==> config.mk <==
export PLATFORM = sky130hd
export DESIGN_NAME = alu_issue_decoder
export DESIGN_NICKNAME = d
export VERILOG_FILES = /design/src/rtl/alu_issue_decoder.sv
export SDC_FILE = /design/constraint.sdc
export NUM_CORES = 1
export LEC_CHECK = 0
export ABC_AREA = 1
export CAP_MARGIN = 20
export CORE_MARGIN = 2
export CORE_UTILIZATION = 40
export CTS_BUF_LIST = sky130_fd_sc_hd__clkbuf_8 sky130_fd_sc_hd__clkbuf_16
export DETAILED_ROUTE_END_ITERATION = 8
export HOLD_SLACK_MARGIN = 0.02
export PLACE_DENSITY_LB_ADDON = 0.12
export SLEW_MARGIN = 20
export SYNTH_ARGS = -nofsm -noshare
export SYNTH_HDL_FRONTEND = slang
export SYNTH_SLANG_ARGS = --single-unit
==> constraint.sdc <==
create_clock -name clk -period 2.3 [get_ports clk]
set_input_delay 0.46 -clock clk [delete_from_list [all_inputs] [get_ports clk]]
set_output_delay 0.46 -clock clk [all_outputs]
set_load 0.01 [all_outputs]
==> src/rtl/alu_issue_decoder.sv <==
// alu_issue_decoder
// Registered ALU decoder between decode and the scalar/vector ALUs. Turns
// Opcode/Func/ALUOp into ALUControl/FlagWrite and, for vector ops, splits the
// op into NUM_GROUPS beats when the vector ALU is narrower than the register.
//
// Handshake: an input op is taken on a rising edge where in_valid & in_ready.
// An output beat is consumed on a rising edge where out_valid & out_ready;
// while out_valid & !out_ready every output field is held stable.
module alu_issue_decoder #(
    parameter int VEC_LANES       = 16,
    parameter int LANES_PER_CYCLE = 4,
    localparam int NUM_GROUPS     = VEC_LANES / LANES_PER_CYCLE,
    localparam int GW             = (NUM_GROUPS > 1) ? $clog2(NUM_GROUPS) : 1
) (
    input  logic          clk,
    input  logic          reset,
    input  logic          flush,
    input  logic          in_valid,
    output logic          in_ready,
    input  logic [5:0]    Opcode,
    input  logic [2:0]    Func,
    input  logic          ALUOp,
    output logic          out_valid,
    input  logic          out_ready,
    output logic [2:0]    ALUControl,
    output logic [1:0]    FlagWrite,
    output logic          IsVector,
    output logic [GW-1:0] LaneGroup,
    output logic          LaneFirst,
    output logic          LaneLast,
    output logic          IllegalOp,
    output logic [1:0]    state_dbg
);

    typedef enum logic [1:0] {
        S_EMPTY = 2'd0,   // no beat pending
        S_VEC   = 2'd1,   // vector op, non-final beat pending
        S_HOLD  = 2'd2    // final (or only) beat pending
    } state_t;

    localparam logic          MULTI_OK = (NUM_GROUPS > 1);
    localparam logic [GW-1:0] LAST_G   = GW'(NUM_GROUPS - 1);

    state_t        state_q, state_n;
    logic [2:0]    dec_ctl;
    logic          dec_vec, dec_ill, dec_multi;
    logic          accept;
    logic [GW-1:0] grp_inc;
    logic          reaching_last;

    logic          valid_n, isv_n, first_n, last_n, ill_n;
    logic [2:0]    ctl_n;
    logic [1:0]    fw_n;
    logic [GW-1:0] grp_n;

    assign in_ready      = !out_valid | (out_ready & LaneLast);
    assign accept        = in_valid & in_ready;
    assign dec_multi     = dec_vec & MULTI_OK;
    assign grp_inc       = LaneGroup + GW'(1);
    assign reaching_last = (grp_inc == LAST_G);
    assign state_dbg     = state_q;

    // Decode the incoming encoding; illegal encodings leave ALUControl at add.
    always_comb begin
        dec_ctl = 3'b000;
        dec_vec = 1'b0;
        dec_ill = 1'b0;
        if (ALUOp) begin
            case (Opcode)
                6'b000000: begin
                    case (Func)
                        3'b100, 3'b110: dec_ill = 1'b1;
                        default:        dec_ctl = Func;
                    endcase
                end
                6'b100000: begin
                    case (Func)
                        3'b000, 3'b001, 3'b010, 3'b101: begin
                            dec_ctl = Func;
                            dec_vec = 1'b1;
                        end
                        default: dec_ill = 1'b1;
                    endcase
                end
                6'b001000: dec_ctl = 3'b000;
                6'b001001: dec_ctl = 3'b001;
                6'b001010: dec_ctl = 3'b010;
                6'b000100: dec_ctl = 3'b001;   // branch compares by subtracting
                default:   dec_ctl = 3'b000;
            endcase
        end
    end

    // State register; reset abandons any op in flight.
    always_ff @(posedge clk) begin
        if (reset) state_q <= S_EMPTY;
        else       state_q <= state_n;
    end

    // Next-state logic; flush beats any simultaneous accept.
    always_comb begin
        state_n = state_q;
        if (flush) begin
            state_n = S_EMPTY;
        end else begin
            case (state_q)
                S_EMPTY: if (accept) state_n = dec_multi ? S_VEC : S_HOLD;
                S_VEC:   if (out_ready && reaching_last) state_n = S_HOLD;
                S_HOLD: begin
                    if (out_ready) begin
                        if (accept) state_n = dec_multi ? S_VEC : S_HOLD;
                        else        state_n = S_EMPTY;
                    end
                end
                default: state_n = S_EMPTY;
            endcase
        end
    end

    // Next values of the registered beat fields.
    always_comb begin
        valid_n = out_valid;
        ctl_n   = ALUControl;
        fw_n    = FlagWrite;
        isv_n   = IsVector;
        grp_n   = LaneGroup;
        first_n = LaneFirst;
        last_n  = LaneLast;
        ill_n   = IllegalOp;
        if (flush) begin
            valid_n = 1'b0;
            grp_n   = '0;
        end else if ((state_q == S_EMPTY && accept) ||
                     (state_q == S_HOLD && out_ready && accept)) begin
            // Load the first beat of a new op (back-to-back from HOLD).
            valid_n = 1'b1;
            ctl_n   = dec_ctl;
            isv_n   = dec_vec;
            grp_n   = '0;
            first_n = 1'b1;
            last_n  = !dec_multi;
            fw_n    = (dec_ill || dec_multi) ? 2'b00 : 2'b11;
            ill_n   = dec_ill;
        end else if (state_q == S_VEC && out_ready) begin
            grp_n   = grp_inc;
            first_n = 1'b0;
            if (reaching_last) begin
                last_n = 1'b1;
                fw_n   = 2'b11;
            end
        end else if (state_q == S_HOLD && out_ready) begin
            valid_n = 1'b0;
        end
    end

    // Output registers.
    always_ff @(posedge clk) begin
        if (reset) begin
            out_valid  <= 1'b0;
            ALUControl <= 3'b000;
            FlagWrite  <= 2'b00;
            IsVector   <= 1'b0;
            LaneGroup  <= '0;
            LaneFirst  <= 1'b0;
            LaneLast   <= 1'b0;
            IllegalOp  <= 1'b0;
        end else begin
            out_valid  <= valid_n;
            ALUControl <= ctl_n;
            FlagWrite  <= fw_n;
            IsVector   <= isv_n;
            LaneGroup  <= grp_n;
            LaneFirst  <= first_n;
            LaneLast   <= last_n;
            IllegalOp  <= ill_n;
        end
    end

endmodule
==> flow_summary.ini <==
[worst_setup_path]
regToRegEndpoint = LaneLast
reg2reg_slack_ps = 1060
crit_path_top_delay_cell = clkdlybuf4s50_1
worst-r2r-cell-count = 6
endpoint_kind = primary output
slowest_delay_ps = 530
arrival_ps = 1600
r2r_start = state_dbg[1]
cp_cell_sequence = clkdlybuf4s50_1 > nand2_1 > nand2_2 > clkdlybuf4s50_1
crit_required_ps = 1840
cp_max_fo = 2
worstSetupPathType = in -> out
path_common_cell = clkdlybuf4s50_1
start_kind = primary input

[pwr]
p_int_mw = 0.4076
irDropWorstVdd_v = 0.0003977
seqPwrFrac = 0.432
p_sw_frac = 0.2639
p_comb_frac = 0.202
p_leak_nw = 0.4802
p_switching_mw = 0.1461
power_density_nw_per_um2 = 474.3
p_clk_frac = 0.366

[logic_synthesis]
synth_area_leaders = dfxtp_1 32%, nand2_1 12%, nand3_1 8.7%
synth.net_count = 137
synth.cell_area_um2 = 802.0
yosys.area_share.simple = 0.4134
synth_compound_area_frac = 0.1310
synth.area.mux_share = 0
synth_seq_cells = 13
synth_fa_ha_area_frac = 0.01560
ys.flop_type = dfxtp_1
postSynth.asyncResetShare = 0
synth_top_area_share = 0.3245
synth_top_family_by_area = simple AND/OR/NAND/NOR gates
yosys_warnings = 0
synth_area_leader_cell = dfxtp_1
ys_types = 24
synth_cells = 121
synth_seq_area_share = 0.3245
synth.cells.most_frequent = 25 x nand2_1, 15 x inv_1, 14 x nand3_1, 13 x dfxtp_1, 13 x nor2_1
synth-xor-area-share = 0.01092
synth_edf_count = 0
synth_most_common_cell = nand2_1
syn_area_per_cell_um2 = 6.628

[grt]
grt_pass1_vias = 786
grtUsageMet3 = 0.04601
top_usage_layer = met2
use_met1 = 0.2345
grt_overflow_total = 0
grt_start_max_net_pins = 10
grt_pass1_wl_um = 3422
antenna_found_initial = 0
met2_usage = 0.2991
grt_usage = 0.1841

[route]
postRouteAntennaNets = 0
routed_via_density = 4.839
dr.pass1.iters = 4
drt-total-wl_um = 1918
drt_iter0_drc = 9
dr_total_vias = 871
route.detailed.drc = 0
wl_per_cell_um = 10.66

[place]
dp_worst_setup_slack_ps = 234.0
port-buffer-count = 29
place.gp.congestion = 0.8280
dp_hpwl_um = 1550

[clock_network]
clockBufferDepth = 2
hold_buffers = 0
tritoncts = built
clk_latency_ps = 250
numCtsBuffers = 3
cts_root_buf = clkbuf_8
htree_levels = 1
cts_resized = 0
clkSinkCount = 13
post_cts_buffers = 0
path_clk_slew_ps = 50

[timing]
setup_ws_ps = 235.8
skew_ps = 6.813
rsz0062_at_grt = no
hold_viol = 0
fin_crit_ps = 2064
setup_viol = 0
maxSlewHeadroom = 0.7873
fin_setup_tns_ps = 0
post-route-period-util = 0.8975
slew_violations = 0
tightest_slew_ps = 318.0
clock.fmax_mhz = 484.4

[cells_and_area]
final_net_count = 170
antenna_cells = 0
fillerInstances = 191
multi_input_area_um2 = 457.9
area_growth_syn_to_layout_pct = 45.55
drive_gt1_frac = 0.1046
regArea_um2 = 260.3

[status]
status = finished, final reports clean

[floorplan]
start_util = 0.4173
rows = 16
die_area_um2 = 2379
num_io_pins = 30
die_height_um = 48.78
core_area_um2 = 1922
die_w_um = 48.78

[job]
maxCapViolCount = 0

[hold_path]
hold_path_class = reg -> reg
worstHoldStart = ALUControl[0]
min_to = ALUControl[0]
hold_depth = 2
## area by class of cell
class	count	area share
flip-flops and latches	13	0.2229
clock buffers	3	0.03537
well taps	27	0.02894
repair buffers	30	0.2551
inverters	18	0.06217
clock inverters	1	0.003215
multi-input cells	88	0.3923
## power by group through the flow
stage / sequential [mW] / clock (mW) / combinational, mW
6_report: 0.239 / 0.203 / 0.112
5_1_grt: 0.240 / 0.221 / 0.124
4_1_cts: 0.239 / 0.215 / 0.112
3_5_place_dp: 0.244 / 0 / 0.112
3_3_place_gp: 0.244 / 0 / 0.110
2_1_floorplan: 0.247 / 0 / 0.0488
## logic make-up (layout without fill, tap and decap cells)
kind of cell | count (synthesis) | count (layout)
compound gates | 18 | 18
xor+xnor | 1 | 1
fa+ha+maj | 1 | 1
buf+inv | 20 | 52
flops | 13 | 13
simple gates | 68 | 68
## through the flow
| stage | hold slack [ps] | instance area [um2] | power, mW | util | instances |
|---|---|---|---|---|---|
| floorplan | 490.0 | 802.0 | 0.2959 | - | 121 |
| global placement | 458.2 | 1122 | 0.3534 | 0.5840 | 176 |
| detailed placement | 464.3 | 1122 | 0.3558 | 0.5840 | 176 |
| CTS | 477.8 | 1167 | 0.5666 | 0.6074 | 180 |
| global route | 503.8 | 1167 | 0.5854 | 0.6074 | 180 |
| finish | 472.0 | 1167 | 0.5537 | 0.6074 | 180 |
## critical path: cells and delay by family
| kind | cells | cell delay [ps] |
|---|---|---|
| buffers and inverters | 2 | 1010 |
| AND/OR/NAND/NOR | 2 | 140 |
## worst max path at each step
stage	from	end	slack (ps)
after floorplan	out_ready	LaneLast	1090
after global placement	out_ready	in_ready	250
after detailed placement	out_ready	in_ready	230
after CTS	out_ready	in_ready	230
after global routing	out_ready	in_ready	190
final	out_ready	in_ready	240
## layer usage
metal | part of all wire | vias to the layer above
met2 | 0.47 | 25
met5 | 0 | -
met3 | 0.044 | 3
met1 | 0.47 | 385
met4 | 0.013 | 0
li1 | - | 458
## state kept, by name (all words and copies together) (netlist names)
signal and flops:
LaneLast 1, IllegalOp 1, FlagWrite 1, ALUControl 3
LaneGroup 2, LaneFirst 1, IsVector 1, state_dbg 2
out_valid 1
## cell usage in the layout, fill, tap and decap left out
cell type	count
clkdlybuf4s50_1	29
nand2_1	25
inv_1	16
nand3_1	14
dfxtp_1	13
nor2_1	13
a21oi_1	10
o21ai_0	5
nand2_2	4
nor3_1	3
clkbuf_8	3
inv_2	2
nand3_2	2
nand4_1	2
nand3b_1	2
a21oi_4	1
nand3_4	1
clkinv_4	1
nor2_2	1
nor3b_1	1
xor2_1	1
a31oi_1	1
o31ai_1	1
ha_1	1
buf_4	1
(Power assumes the default switching activity.)
